### config.mk
export PLATFORM = sky130hd
export DESIGN_NAME = regfile_dump
export DESIGN_NICKNAME = d
export VERILOG_FILES = /design/src/rtl/regfile_pkg.sv /design/src/rtl/regfile_addr_counter.sv /design/src/rtl/regfile_dump.sv
export SDC_FILE = /design/constraint.sdc
export NUM_CORES = 1
export LEC_CHECK = 0
export CORE_ASPECT_RATIO = 1.5
export CORE_UTILIZATION = 40
export CTS_BUF_LIST = sky130_fd_sc_hd__clkbuf_4
export CTS_CLUSTER_DIAMETER = 60
export DETAILED_ROUTE_END_ITERATION = 16
export GPL_TIMING_DRIVEN = 0
export PLACE_DENSITY = 0.74
export RECOVER_POWER = 100
export SYNTH_ARGS = -nofsm -noshare
export SYNTH_HDL_FRONTEND = slang
export SYNTH_SLANG_ARGS = --single-unit
### constraint.sdc
create_clock -name Clk -period 2 [get_ports Clk]
set_input_delay 0.6 -clock Clk [delete_from_list [all_inputs] [get_ports Clk]]
set_output_delay 0.6 -clock Clk [all_outputs]
set_load 0.005 [all_outputs]
### src/rtl/regfile_pkg.sv
// Shared sizing defaults and FSM state type for the register-file dump sequencer.
package regfile_pkg;

  localparam int unsigned DATA_WIDTH_DEF = 32;
  localparam int unsigned ADDR_WIDTH_DEF = 5;
  localparam int unsigned REG_COUNT      = 32;

  typedef enum logic [1:0] {
    IDLE = 2'd0,
    LOAD = 2'd1,
    SEND = 2'd2,
    DONE = 2'd3
  } state_e;

endpackage

### src/rtl/regfile_addr_counter.sv
// Loadable, wrapping read-address counter with an end-of-range compare.
module regfile_addr_counter #(
  parameter int unsigned ADDR_WIDTH = 5
) (
  input  logic                  clk,
  input  logic                  rst_n,
  input  logic                  load,
  input  logic                  inc,
  input  logic [ADDR_WIDTH-1:0] load_val,
  input  logic [ADDR_WIDTH-1:0] last,
  output logic [ADDR_WIDTH-1:0] addr,
  output logic                  at_last
);

  logic [ADDR_WIDTH-1:0] addr_q, addr_d;

  always_comb begin
    addr_d = addr_q;
    if (load) begin
      addr_d = load_val;
    end else if (inc) begin
      addr_d = addr_q + ADDR_WIDTH'(1);
    end
  end

  always_ff @(posedge clk or negedge rst_n) begin
    if (!rst_n) begin
      addr_q <= '0;
    end else begin
      addr_q <= addr_d;
    end
  end

  assign addr    = addr_q;
  assign at_last = (addr_q == last);

endmodule

### src/rtl/regfile_dump.sv
// Read-side dump sequencer: walks FirstReg..LastReg (wrapping) and streams words out on valid/ready.
// Optional XOR checksum output enabled by defining REGFILE_DUMP_CHECKSUM_EN.
module regfile_dump
  import regfile_pkg::*;
#(
  parameter int unsigned DATA_WIDTH = DATA_WIDTH_DEF,
  parameter int unsigned ADDR_WIDTH = ADDR_WIDTH_DEF
) (
  input  logic                  Clk,
  input  logic                  Reset_n,
  input  logic                  Start,
  input  logic [ADDR_WIDTH-1:0] FirstReg,
  input  logic [ADDR_WIDTH-1:0] LastReg,
  output logic [ADDR_WIDTH-1:0] ReadRegister,
  input  logic [DATA_WIDTH-1:0] ReadData,
  output logic [DATA_WIDTH-1:0] DumpData,
  output logic [ADDR_WIDTH-1:0] DumpAddr,
  output logic                  DumpValid,
  input  logic                  DumpReady,
  output logic                  DumpLast,
  output logic                  Busy,
  output logic                  Done
`ifdef REGFILE_DUMP_CHECKSUM_EN
  ,
  output logic [DATA_WIDTH-1:0] Checksum
`endif
);

  state_e                state_q, state_d;
  logic [ADDR_WIDTH-1:0] last_q, last_d;
  logic [DATA_WIDTH-1:0] data_q, data_d;
  logic [ADDR_WIDTH-1:0] addr_q, addr_d;
  logic                  valid_q, valid_d;
  logic                  lastflag_q, lastflag_d;
  logic                  cnt_load, cnt_inc, cnt_at_last;

  regfile_addr_counter #(
    .ADDR_WIDTH(ADDR_WIDTH)
  ) u_addr_counter (
    .clk     (Clk),
    .rst_n   (Reset_n),
    .load    (cnt_load),
    .inc     (cnt_inc),
    .load_val(FirstReg),
    .last    (last_q),
    .addr    (ReadRegister),
    .at_last (cnt_at_last)
  );

`ifdef REGFILE_DUMP_CHECKSUM_EN
  logic [DATA_WIDTH-1:0] chk_q, chk_d;
`endif

  always_comb begin
    state_d    = state_q;
    last_d     = last_q;
    data_d     = data_q;
    addr_d     = addr_q;
    valid_d    = valid_q;
    lastflag_d = lastflag_q;
    cnt_load   = 1'b0;
    cnt_inc    = 1'b0;
`ifdef REGFILE_DUMP_CHECKSUM_EN
    chk_d      = chk_q;
`endif
    unique case (state_q)
      IDLE: begin
        if (Start) begin
          last_d   = LastReg;
          cnt_load = 1'b1;
`ifdef REGFILE_DUMP_CHECKSUM_EN
          chk_d    = '0;
`endif
          state_d  = LOAD;
        end
      end
      LOAD: begin
        data_d     = ReadData;
        addr_d     = ReadRegister;
        valid_d    = 1'b1;
        lastflag_d = cnt_at_last;
        state_d    = SEND;
      end
      SEND: begin
        // Address advances only on accept, so ReadData always gets a full LOAD cycle.
        if (DumpReady) begin
          valid_d = 1'b0;
`ifdef REGFILE_DUMP_CHECKSUM_EN
          chk_d   = chk_q ^ data_q;
`endif
          if (lastflag_q) begin
            state_d = DONE;
          end else begin
            cnt_inc = 1'b1;
            state_d = LOAD;
          end
        end
      end
      DONE: begin
        state_d = IDLE;
      end
      default: state_d = IDLE;
    endcase
  end

  always_ff @(posedge Clk or negedge Reset_n) begin
    if (!Reset_n) begin
      state_q    <= IDLE;
      last_q     <= '0;
      data_q     <= '0;
      addr_q     <= '0;
      valid_q    <= 1'b0;
      lastflag_q <= 1'b0;
`ifdef REGFILE_DUMP_CHECKSUM_EN
      chk_q      <= '0;
`endif
    end else begin
      state_q    <= state_d;
      last_q     <= last_d;
      data_q     <= data_d;
      addr_q     <= addr_d;
      valid_q    <= valid_d;
      lastflag_q <= lastflag_d;
`ifdef REGFILE_DUMP_CHECKSUM_EN
      chk_q      <= chk_d;
`endif
    end
  end

  assign DumpData  = data_q;
  assign DumpAddr  = addr_q;
  assign DumpValid = valid_q;
  assign DumpLast  = lastflag_q;
  assign Busy      = (state_q == LOAD) || (state_q == SEND);
  assign Done      = (state_q == DONE);
`ifdef REGFILE_DUMP_CHECKSUM_EN
  assign Checksum  = chk_q;
`endif

endmodule

======== Word level (Yosys, flattened, before mapping) ========
Index checks and enable logic that the tools add are counted.
cells by class
  reductions and logical operators ........ 7
  muxes and demuxes ....................... 13
  equal/unequal tests ..................... 6
  add/sub/neg operators ................... 1
operators with widths
  cell                   number
  $mux W5                2
  $pmux W2 S4            1
  $mux W1                6
  $mux W2                3
  $reduce_and A2 Y1      3
  $add A5 B1 Y5 const B  1
  $eq A5 B5 Y1           1
  $eq A2 B2 Y1 const B   2
  $ne A2 B2 Y1 const B   2
  $reduce_bool A2 Y1     2
  $eq A2 B1 Y1 const B   1
  $logic_not A2 Y1       1
  $pmux W1 S2            1
  $logic_or A1 B1 Y1     1
storage, ports and cells
  bits of input ports ..................... 46
  bits in registers ....................... 51
  output and inout bits ................... 46
  word-level logic and storage cells ...... 34

======== Longest topological paths before layout ========
  depth after elaboration ................. 5
  gate-level depth with buffers ........... 6
  depth with buffers taken out ............ 5

======== Hierarchy ========
From an unflattened synthesis, not the netlist that was laid out.
unflattened totals
  cell total of the unflattened synthesis .. 148
  area, all modules ....................... 2185.8 um^2
modules (own cells, without submodules)
  module                area an instance (um^2)  cells an instance  sequential area each (um^2)  times used
  regfile_dump          1883.1                   117                1151.1                       1
  regfile_addr_counter  302.8                    31                 125.1                        1

======== Least setup slack after synthesis ========
Ideal clock, no wire load.
  path kind ............................... reg-to-reg
  from .................................... register state_q[0]
  to ...................................... register u_addr_counter.addr_q[3] (netlist: u_addr_counter.addr[3])
  slack ................................... 516 ps
  clock period less this slack ............ 1484 ps
  required time ........................... 1918 ps
  data arrival time ....................... 1402 ps
  cell stages (with the launch flop) ...... 6
  library setup time ...................... 82 ps
  path through ............................ dfrtp_1 -> inv_1 -> ha_1 -> nand3b_1 -> or3_1 -> a31oi_1
on the way
  word-level cells in the longest chain between the ends .. 3
ends and longest elaborated chain
  item                                                            RTL line                    source
  from (decl)                                                     regfile_dump.sv:29          state_e state_q, state_d;
  from (signal assigned)                                          regfile_dump.sv:118         state_q <= state_d;
  $eq A2 B2 Y1 / $logic_not A2 Y1 (equally long branches)         regfile_dump.sv:66          unique case (state_q)
  $mux W1                                                         regfile_dump.sv:66
  $reduce_bool A2 Y1 (no line) / $mux W5 (equally long branches)  --
  to (signal assigned)                                            regfile_addr_counter.sv:30  addr_q <= addr_d;
  to (decl)                                                       regfile_addr_counter.sv:15  logic [ADDR_WIDTH-1:0] addr_q, addr_d;
Several ways; a longest one is shown, not always the timed one.
A chain may end at the register's enable or synchronous reset.

======== Worst setup path after layout ========
  from .................................... register u_addr_counter.addr_q[1] (netlist: u_addr_counter.addr[1])
  to ...................................... output port ReadRegister[1]
RTL lines
  item       RTL line            source
  to (decl)  regfile_dump.sv:14  output logic [ADDR_WIDTH-1:0] ReadRegister,
No word-level cell between the ends.

==> out/results.txt <==
final setup fails = 0
Layout Cells excl Fill = 326
Mapped Area = 2130 sq um
Tcrit/Tclk final = 0.969
# diodes = 0
max-cap violations = 0
Multi-input gate area = 807 sq um
DRT Wirelength = 4.64 mm
clock transition at the registers of the reported paths = 0.15 ns
maximum clock rate = 516 MHz
Slew HR = 0.195
Syn Inst Count = 149
WS Path Type = reg -> out
Ports = 92
FF/Latch Area = 1280 sq um
first-pass GRT wire length = 7.20 mm
Max stage delay on crit path = 0.52 ns
final net count = 310
Synth warnings = 0
cts hold-fix bufs = 0
maximum VDD drop = 0.725 mV
Yosys cell types = 21
first-pass iteration count of the detailed router = 3
Die Area = 5620 sq um
syn avg cell area = 14.3 sq um
CP startpoint kind = register
Power Density = 1530 nW/um^2
crit-path leading delay family = buffers and inverters
vias in the first global route = 1585
grt ovf = 0
number of buffers added on ports = 91
die height = 91.3 um
Net Count, Synth = 202
# clock sinks = 51
Max clock buf depth = 2
initial antenna violation count = 0
CTS tree = done
crit end category = output pin
design area = 3260 sq um
clock latency on the worst-skew pair = 0.37 ns
Slew @ Worst Pin = 1.21 ns
CORE AREA = 5120 sq um
DP Cell Count = 309
clock skew = 0.00818 ns
Area Overhead vs Synth = 53.4%
crit path cell chain = clkdlybuf4s50_1
DR iter-0 viols = 41
share of cells above drive strength 1 = 0.271
DP HPWL = 3.53 mm
CP max stage cell = clkdlybuf4s50_1
Worst EP required = 1.40 ns
Leakage Power = 1.36 nW
status = finished, final reports clean
GPL Wtd Cong = 0.774
Rows = 32
CP Data Arrival Time = 1.34 ns
Bufs and invs on worst path = 1
die width = 61.5 um
Post-DRT Antenna Nets = 0
Worst Hold Slack = 0.436 ns
Hold Crit Class = in -> async
fillers = 457
final hold viol count = 0
Period minus WS final = 1.94 ns
DR vias = 1591
FF+latch count, synth = 51
Vias/cell = 4.88
DP Area = 3140 sq um
RSZ-0062 raised after global routing = no
root buffer cell = clkbuf_4
Total GRT Usage = 0.174
post-synthesis sequential area ratio = 0.600
WL/cell = 14.2 um
DRC = 0
TritonCTS buffer count = 5
pin count of the biggest net entering global routing = 31
htree depth = 2
Initial Util = 0.415
Final Power = 4.98 mW
CP Max Fanout = 6
max-slew violation count = 0
==> layout by cell type (no fill, tap or decap) <==
| cell | count |
|---|---|
| nor2_1 | 6 |
| mux2i_1 | 3 |
| clkinv_2 | 1 |
| o22ai_1 | 2 |
| mux2_2 | 42 |
| clkdlybuf4s50_1 | 88 |
| nand2_1 | 3 |
| nand3_1 | 3 |
| a2bb2oi_1 | 1 |
| dfrtp_1 | 47 |
| clkbuf_2 | 1 |
| xnor2_1 | 5 |
| inv_1 | 4 |
| o221ai_1 | 1 |
| clkbuf_4 | 6 |
| ha_1 | 7 |
| clkinvlp_4 | 1 |
| nand3b_1 | 1 |
| a31oi_1 | 2 |
| buf_4 | 8 |
| o21ai_0 | 4 |
| or3_1 | 2 |
| inv_4 | 1 |
| a21oi_1 | 3 |
| nand4b_1 | 1 |
| buf_2 | 5 |
| xor2_1 | 2 |
| clkbuf_1 | 2 |
| buf_12 | 1 |
| clkdlybuf4s15_1 | 1 |
| dfrtp_2 | 4 |
==> cell type report <==
class / count / share of cell area
flip-flops and latches: 51 / 0.393
repair buffers: 101 / 0.302
multi-input cells: 88 / 0.248
well taps: 68 / 0.0261
clock buffers: 6 / 0.0138
plain buffers: 5 / 0.00729
inverters: 5 / 0.00652
clock inverters: 2 / 0.00384
==> kinds of logic after synthesis <==
logic type,synth area share
buffers and inverters,0.0200
XOR/XNOR,0.0288
AND/OR/NAND/NOR,0.0365
multiplexers,0.237
AO/OA/AOI/OAI,0.0365
flip-flops,0.600
adder cells (fa/ha/maj),0.0412
==> flip-flops by register name (all words and copies together), names as in the netlist <==
| name | cells |
|---|---|
| DumpData | 32 |
| DumpAddr | 5 |
| last_q | 5 |
| u_addr_counter.addr | 5 |
| state_q | 2 |
| DumpLast | 1 |
| DumpValid | 1 |
==> where the power goes <==
part	total (mW)	leakage [nW]	internal [mW]	switching, mW
Combinational	2.63	0.733	1.73	0.899
Sequential	1.88	0.592	1.57	0.306
Clock	0.475	0.0317	0.150	0.325
==> Yosys cell counts (all sizes together) <==
| master | number | area [sq um] |
|---|---|---|
| a21oi | 3 | 15.0 |
| a31oi | 2 | 12.5 |
| a2bb2oi | 1 | 8.76 |
| mux2i | 3 | 30.0 |
| xor2 | 2 | 17.5 |
| xnor2 | 5 | 43.8 |
| mux2 | 42 | 473 |
| ha | 7 | 87.6 |
| o221ai | 1 | 8.76 |
| o21ai | 4 | 20.0 |
| or3 | 2 | 12.5 |
| o22ai | 2 | 12.5 |
| nand2 | 3 | 11.3 |
| clkbuf | 1 | 3.75 |
| nand4b | 1 | 8.76 |
| nand3b | 1 | 7.51 |
| buf | 4 | 20.0 |
| inv | 5 | 18.8 |
| dfrtp | 51 | 1280 |
| nand3 | 3 | 15.0 |
| nor2 | 6 | 22.5 |
==> metal layers <==
layer / wire length [um] / up-vias / track usage
met5: 0 / - / 0
met2: 2530 / 57 / 0.297
met3: 282 / 10 / 0.0527
li1: - / 732 / -
met4: 130 / 0 / 0.0759
met1: 1700 / 792 / 0.190
==> path summary, 6_finish.rpt <==
check / to / cells after the start / start / slack, ns
worst max-delay path: ReadRegister[1] / 1 / u_addr_counter.addr[1] / 0.06
worst min-delay path: DumpAddr[0] / 1 / Reset_n / 0.44
worst max register to register: u_addr_counter.addr[3] / 6 / state_q[0] / 0.34
worst min register to register: DumpValid / 2 / DumpValid / 0.50
max in group asynchronous: u_addr_counter.addr[2] / 2 / Reset_n / 0.80
min in group Clk: DumpValid / 2 / DumpValid / 0.50
==> timing repair <==
| action | CTS | global route |
|---|---|---|
| resized for setup | 10 | 2 |
| setup buffers | 4 | 5 |
| endpoints found under the hold margin | 0 | 0 |
| endpoints found under the setup margin | 6 | 5 |
| pin swaps | 0 | 0 |
==> per-stage QoR <==
stage	util	setup slack, ns	TNS (ns)
5_1_grt	0.636	0.00167	0
2_1_floorplan	-	0.516	0
4_1_cts	0.629	0.0184	0
6_report	0.636	0.0617	0
3_3_place_gp	0.609	-1.19	-60.46
3_5_place_dp	0.612	0.00479	0
Note: power is estimated with default switching activity, not from simulation.
